==> src/rtl/rom_sample_fetcher_if.sv <==
`default_nettype none
// ============================================================================
//  Module   : rom_sample_fetcher_if
//  Brief    : ROM read bus plus valid/ready sample stream of the fetcher.
//  Revision : 1.0  initial release
// ============================================================================
interface rom_sample_fetcher_if #(
  parameter int ADDR_W = 10
);
  logic [ADDR_W-1:0] rom_a;
  logic              rom_cen;
  logic [3:0]        rom_q;
  logic [7:0]        x;
  logic              x_valid;
  logic              x_ready;
  logic              x_last;

  modport master (
    output rom_a, rom_cen, x, x_valid, x_last,
    input  rom_q, x_ready
  );

  modport slave (
    input  rom_a, rom_cen, x, x_valid, x_last,
    output rom_q, x_ready
  );
endinterface
`default_nettype wire

==> src/rtl/rom_sample_fetcher.sv <==
`default_nettype none
// ============================================================================
//  Module   : rom_sample_fetcher
//  Brief    : Walks the nibble ROM in order, pairs nibbles (high first) into
//             8-bit samples and offers them on a valid/ready stream.
//  Revision : 1.0  initial release
// ============================================================================
module rom_sample_fetcher #(
  parameter int ADDR_W = 10
) (
  input  logic                        clk,
  input  logic                        reset,
  input  logic                        start,
  rom_sample_fetcher_if.master        bus,
  output logic                        busy,
  output logic                        done
);

  localparam int               c_K_W   = ADDR_W - 1;
  localparam logic [c_K_W-1:0] c_K_MAX = '1;
  localparam logic [c_K_W-1:0] c_K_ONE = {{(c_K_W-1){1'b0}}, 1'b1};

  typedef enum logic [2:0] {
    S_IDLE  = 3'd0,
    S_RD_HI = 3'd1,
    S_RD_LO = 3'd2,
    S_CAP   = 3'd3,
    S_OUT   = 3'd4,
    S_DONE  = 3'd5
  } state_t;

  state_t             r_state;
  logic [c_K_W-1:0]   r_k;
  logic [3:0]         r_hi;
  logic [ADDR_W-1:0]  r_rom_a;
  logic               r_rom_cen;
  logic [7:0]         r_x;
  logic               r_x_valid;
  logic               r_x_last;
  logic               r_busy;
  logic               r_done;
  logic [c_K_W-1:0]   w_k_inc;

  assign w_k_inc = r_k + c_K_ONE;

  // ROM controls are loaded on the edge entering each read state, so they
  // depend only on state and k and never on a live input.
  always_ff @(posedge clk) begin
    if (reset) begin
      r_state   <= S_IDLE;
      r_k       <= '0;
      r_hi      <= '0;
      r_rom_a   <= '0;
      r_rom_cen <= 1'b1;
      r_x       <= '0;
      r_x_valid <= 1'b0;
      r_x_last  <= 1'b0;
      r_busy    <= 1'b0;
      r_done    <= 1'b0;
    end else begin
      case (r_state)
        S_IDLE, S_DONE: begin
          if (start) begin
            r_k       <= '0;
            r_rom_a   <= '0;
            r_rom_cen <= 1'b0;
            r_busy    <= 1'b1;
            r_done    <= 1'b0;
            r_state   <= S_RD_HI;
          end
        end
        S_RD_HI: begin
          r_rom_a <= {r_k, 1'b1};
          r_state <= S_RD_LO;
        end
        S_RD_LO: begin
          r_hi      <= bus.rom_q;
          r_rom_cen <= 1'b1;
          r_state   <= S_CAP;
        end
        S_CAP: begin
          r_x       <= {r_hi, bus.rom_q};
          r_x_valid <= 1'b1;
          r_x_last  <= (r_k == c_K_MAX);
          r_state   <= S_OUT;
        end
        S_OUT: begin
          if (bus.x_ready) begin
            r_x_valid <= 1'b0;
            r_x_last  <= 1'b0;
            if (r_x_last) begin
              r_busy  <= 1'b0;
              r_done  <= 1'b1;
              r_state <= S_DONE;
            end else begin
              r_k       <= w_k_inc;
              r_rom_a   <= {w_k_inc, 1'b0};
              r_rom_cen <= 1'b0;
              r_state   <= S_RD_HI;
            end
          end
        end
        default: begin
          r_state <= S_IDLE;
        end
      endcase
    end
  end

  assign bus.rom_a   = r_rom_a;
  assign bus.rom_cen = r_rom_cen;
  assign bus.x       = r_x;
  assign bus.x_valid = r_x_valid;
  assign bus.x_last  = r_x_last;
  assign busy        = r_busy;
  assign done        = r_done;

endmodule
`default_nettype wire

==> src/flat_wrapper.sv <==
// flat-port wrapper written by rule: the top's interface ports become plain ports
module rom_sample_fetcher_flat 
#(
  parameter int ADDR_W = 10
)
  (clk, reset, start, busy, done, bus_rom_a, bus_rom_cen, bus_x, bus_x_valid, bus_x_last, bus_rom_q, bus_x_ready);
  rom_sample_fetcher_if #(.ADDR_W(ADDR_W)) bus_i ();
  input  logic clk;
  input  logic reset;
  input  logic start;
  output logic busy;
  output logic done;
  output wire logic [$bits(bus_i.rom_a)-1:0] bus_rom_a;
  output wire logic [$bits(bus_i.rom_cen)-1:0] bus_rom_cen;
  output wire logic [$bits(bus_i.x)-1:0] bus_x;
  output wire logic [$bits(bus_i.x_valid)-1:0] bus_x_valid;
  output wire logic [$bits(bus_i.x_last)-1:0] bus_x_last;
  input wire logic [$bits(bus_i.rom_q)-1:0] bus_rom_q;
  input wire logic [$bits(bus_i.x_ready)-1:0] bus_x_ready;
  assign bus_rom_a = bus_i.rom_a;
  assign bus_rom_cen = bus_i.rom_cen;
  assign bus_x = bus_i.x;
  assign bus_x_valid = bus_i.x_valid;
  assign bus_x_last = bus_i.x_last;
  assign bus_i.rom_q = bus_rom_q;
  assign bus_i.x_ready = bus_x_ready;
  rom_sample_fetcher #(.ADDR_W(ADDR_W)) u_core (.clk(clk), .reset(reset), .start(start), .bus(bus_i), .busy(busy), .done(done));
endmodule
==> config.mk <==
export PLATFORM = sky130hd
export DESIGN_NAME = rom_sample_fetcher_flat
export DESIGN_NICKNAME = d
export VERILOG_FILES = /design/src/rtl/rom_sample_fetcher_if.sv /design/src/rtl/rom_sample_fetcher.sv /design/src/flat_wrapper.sv
export SDC_FILE = /design/constraint.sdc
export NUM_CORES = 1
export LEC_CHECK = 0
export CAP_MARGIN = 0
export CORE_ASPECT_RATIO = 1.2
export CORE_MARGIN = 2
export CORE_UTILIZATION = 46
export DETAILED_ROUTE_END_ITERATION = 8
export HOLD_SLACK_MARGIN = 0.06
export PLACE_DENSITY_LB_ADDON = 0.05
export SYNTH_ARGS = -nofsm -noshare
export SYNTH_HDL_FRONTEND = slang
export SYNTH_SLANG_ARGS = --single-unit
==> constraint.sdc <==
create_clock -name clk -period 2.2 [get_ports clk]
set_input_delay 0.33 -clock clk [delete_from_list [all_inputs] [get_ports clk]]
set_output_delay 0.33 -clock clk [all_outputs]
set_load 0.02 [all_outputs]
==> impl_metrics.json <==
{
  "setup_violations": 0,
  "synth.area.top_cells": "dfxtp_1 43%, a21oi_1 6.4%, nand2_1 5.2%",
  "seqPwrFrac_pct": 49.1,
  "die_w_um": 61.03,
  "grt_pass1_wl_um": 6872,
  "design_area_um2": 2265,
  "swShare_pct": 28.48,
  "ys_seq_elements": 39,
  "max_freq_mhz": 538.4,
  "num-nets-final": 257,
  "max_stage_delay_ns": 0.60,
  "grt.overflow.total": 0,
  "post_cts_buffers": 0,
  "root_buffer": "clkbuf_8",
  "yosys_warnings": 0,
  "peakVddDrop_mv": 0.5303,
  "start_util_pct": 48.61,
  "synth.net_count": 222,
  "layout-drive-gt1-share_pct": 10.53,
  "io_buffers": 30,
  "dp_hpwl_um": 2905,
  "hold_path_class": "reg -> reg",
  "h-tree-depth": 2,
  "num_rows": 24,
  "tns_ns": 0,
  "drt-total-wl_um": 4055,
  "area_growth_pct": 26.13,
  "p_leak_nw": 0.7830,
  "synth_cell_types": 45,
  "critical_path_peak_fanout": 16,
  "first_iter_violations": 98,
  "finClkSkew_ns": 0.005303,
  "wl_per_cell_um": 13.56,
  "relSlewSlack_pct": 65.59,
  "clock-sinks": 39,
  "synth-main-ff-cell": "dfxtp_1",
  "vias_per_cell": 5.518,
  "multi_input_area_um2": 933.4,
  "fp.dieArea_um2": 4421,
  "cts_resized": 0,
  "cts_max_path_buffers": 2,
  "crit_buf_inv": 0,
  "status": "finished clean",
  "ant_nets": 0,
  "grt_usage_pct": 20.29,
  "die_h_um": 72.44,
  "n_antenna_cell": 0,
  "seqCellArea_um2": 780.7,
  "syn_area_um2": 1795,
  "finalCritPeriodShare_pct": 84.43,
  "fill_cells": 322,
  "comb_power_share_pct": 20.2,
  "switching_power_mw": 0.4536,
  "path_cells": "or3b_1 > or3_1 > a311oi_1",
  "grt_max_degree": 23,
  "min_path_cells": 2,
  "power_frac_clock_pct": 30.7,
  "fin_crit_ns": 1.857,
  "path_class": "reg -> reg",
  "r2r.worst_path.cells": 3,
  "ios": 31,
  "power_density_nw_per_um2": 703.4,
  "rsz0062_at_grt": "no",
  "final_hold_viol_count": 0,
  "critPathLaunchType": "flip-flop",
  "synth_cells": 212,
  "grt_pass1_vias": 1557,
  "p_int_mw": 1.139,
  "ys_seq_area_share_pct": 43.48,
  "tightest_slew_ns": 0.5155,
  "synth_edf_count": 0,
  "drc": 0,
  "yosysTopAreaCellShare_pct": 43.48,
  "clk-insertion-delay-late_ns": 0.29,
  "layout.cells.non_filler": 299,
  "vias": 1650,
  "crit_cells": 3,
  "yosysMostFrequentCell": "dfxtp_1",
  "synthTopCellsByCount": "39 x dfxtp_1, 25 x nand2_1, 23 x a21oi_1",
  "core-area_um2": 3694,
  "dp_cells": 292,
  "gp_congestion": 0.9336,
  "ys_async_sr_fraction_pct": 0,
  "endpoint_kind": "flip-flop",
  "required_ns": 2.40,
  "firstDrtPassIters": 4,
  "antenna_found_initial": 0,
  "drv_slew": 0,
  "cts_made_buffers": 5,
  "placed_area_um2": 2177,
  "worstPathArrival_ns": 2.06,
  "postCtsHoldBufs": 0,
  "syn-mean-instance-area_um2": 8.469,
  "slowest_stage": "dfxtp_1",
  "path_clk_slew_ns": 0.07,
  "cts_tree": "yes",
  "path_delay_family": "simple AND/OR/NAND/NOR gates",
  "maxCapViolCount": 0,
  "synth_top_cell_by_area": "dfxtp_1"
}
## sequential cells by signal (all words and copies together), names as in the netlist
name / flops
u_core.bus.x_valid: 1
u_core.r_state: 3
u_core.r_hi: 4
u_core.bus.rom_cen: 1
u_core.done: 1
u_core.bus.rom_a: 10
u_core.busy: 1
u_core.bus.x: 8
u_core.r_k: 9
u_core.bus.x_last: 1
## layout make-up
cell class	count	share of cell area, %
multi-input combinational	157	41.22
sequential	39	34.48
inverter	2	0.3315
clock inverter	1	0.2210
tap	52	2.873
timing repair buffer	42	17.24
clock buffer	6	3.646
## layer usage
layer | vias to the layer above | global-route usage [%] | part of all wire, %
met4 | 0 | 7.488 | 1.0
met5 | - | 0 | 0
met3 | 6 | 5.169 | 5.4
li1 | 827 | - | -
met1 | 760 | 24.97 | 43
met2 | 57 | 33.45 | 50
## path summary, 6_finish.rpt
path	from	end	slack (ns)
max	u_core.r_state[2]$_SDFFE_PP0P_	u_core.bus.rom_a[4]$_SDFFE_PP0P_	0.34
min	u_core.bus.x[0]$_SDFFE_PP0P_	u_core.bus.x[0]$_SDFFE_PP0P_	0.46
min reg2reg	u_core.bus.x[0]$_SDFFE_PP0P_	u_core.bus.x[0]$_SDFFE_PP0P_	0.46
max reg2reg	u_core.r_state[2]$_SDFFE_PP0P_	u_core.bus.rom_a[4]$_SDFFE_PP0P_	0.34
## power by group through the flow
stage	combinational [mW]	clock [mW]	sequential, mW
2_1_floorplan	0.169	0	0.822
3_3_place_gp	0.316	0	0.796
3_5_place_dp	0.324	0	0.798
4_1_cts	0.325	0.498	0.781
5_1_grt	0.348	0.522	0.789
6_report	0.322	0.488	0.782
## tightest hold or removal path, stage by stage, from the launching register on
cell and delay, ns:
dfxtp_1 0.31, nand2_1 0.05, a21oi_1 0.05
## cells in the final DEF, fill, tap and decap left out, types with 2 or more instances in the layout
master           count
xnor2_1              2
ha_1                 2
buf_4               12
a21oi_1             23
mux2i_1              5
nand4_1              2
clkdlybuf4s50_1     30
nor3b_1              3
nand2b_1             2
a22oi_1              3
nand3_1             12
nor3_2               2
a31oi_1              2
nand3b_1             2
dfxtp_1             39
nor3_1               5
nor2b_1              2
nor2_1              22
o21bai_1             2
a211oi_1             3
or3_1                7
a311oi_1             5
o21ai_0              9
clkbuf_8             6
nand2_1             25
## logic make-up after synthesis
family / count (synthesis) / share of synthesized area (%)
DFF: 39 / 43.48
adders and majority gates: 2 / 1.394
muxes: 5 / 2.788
buffers and inverters: 16 / 4.529
and+or+nand+nor: 90 / 24.95
AOI/OAI and AO/OA: 57 / 21.39
xor gates and xnor gates: 3 / 1.464
## stage by stage
step                      power, mW  utilization (%)  setup WS, ns  hold WS, ns
after floorplan              0.9915                -        0.5992       0.4312
after global placement        1.112            58.94        0.2388       0.4442
after detailed placement      1.122            58.94        0.1309       0.4542
after CTS                     1.604            61.31        0.3484       0.4639
after global routing          1.659            61.31        0.1672       0.4770
final                         1.593            61.31        0.3426       0.4614
(Power assumes the default switching activity.)
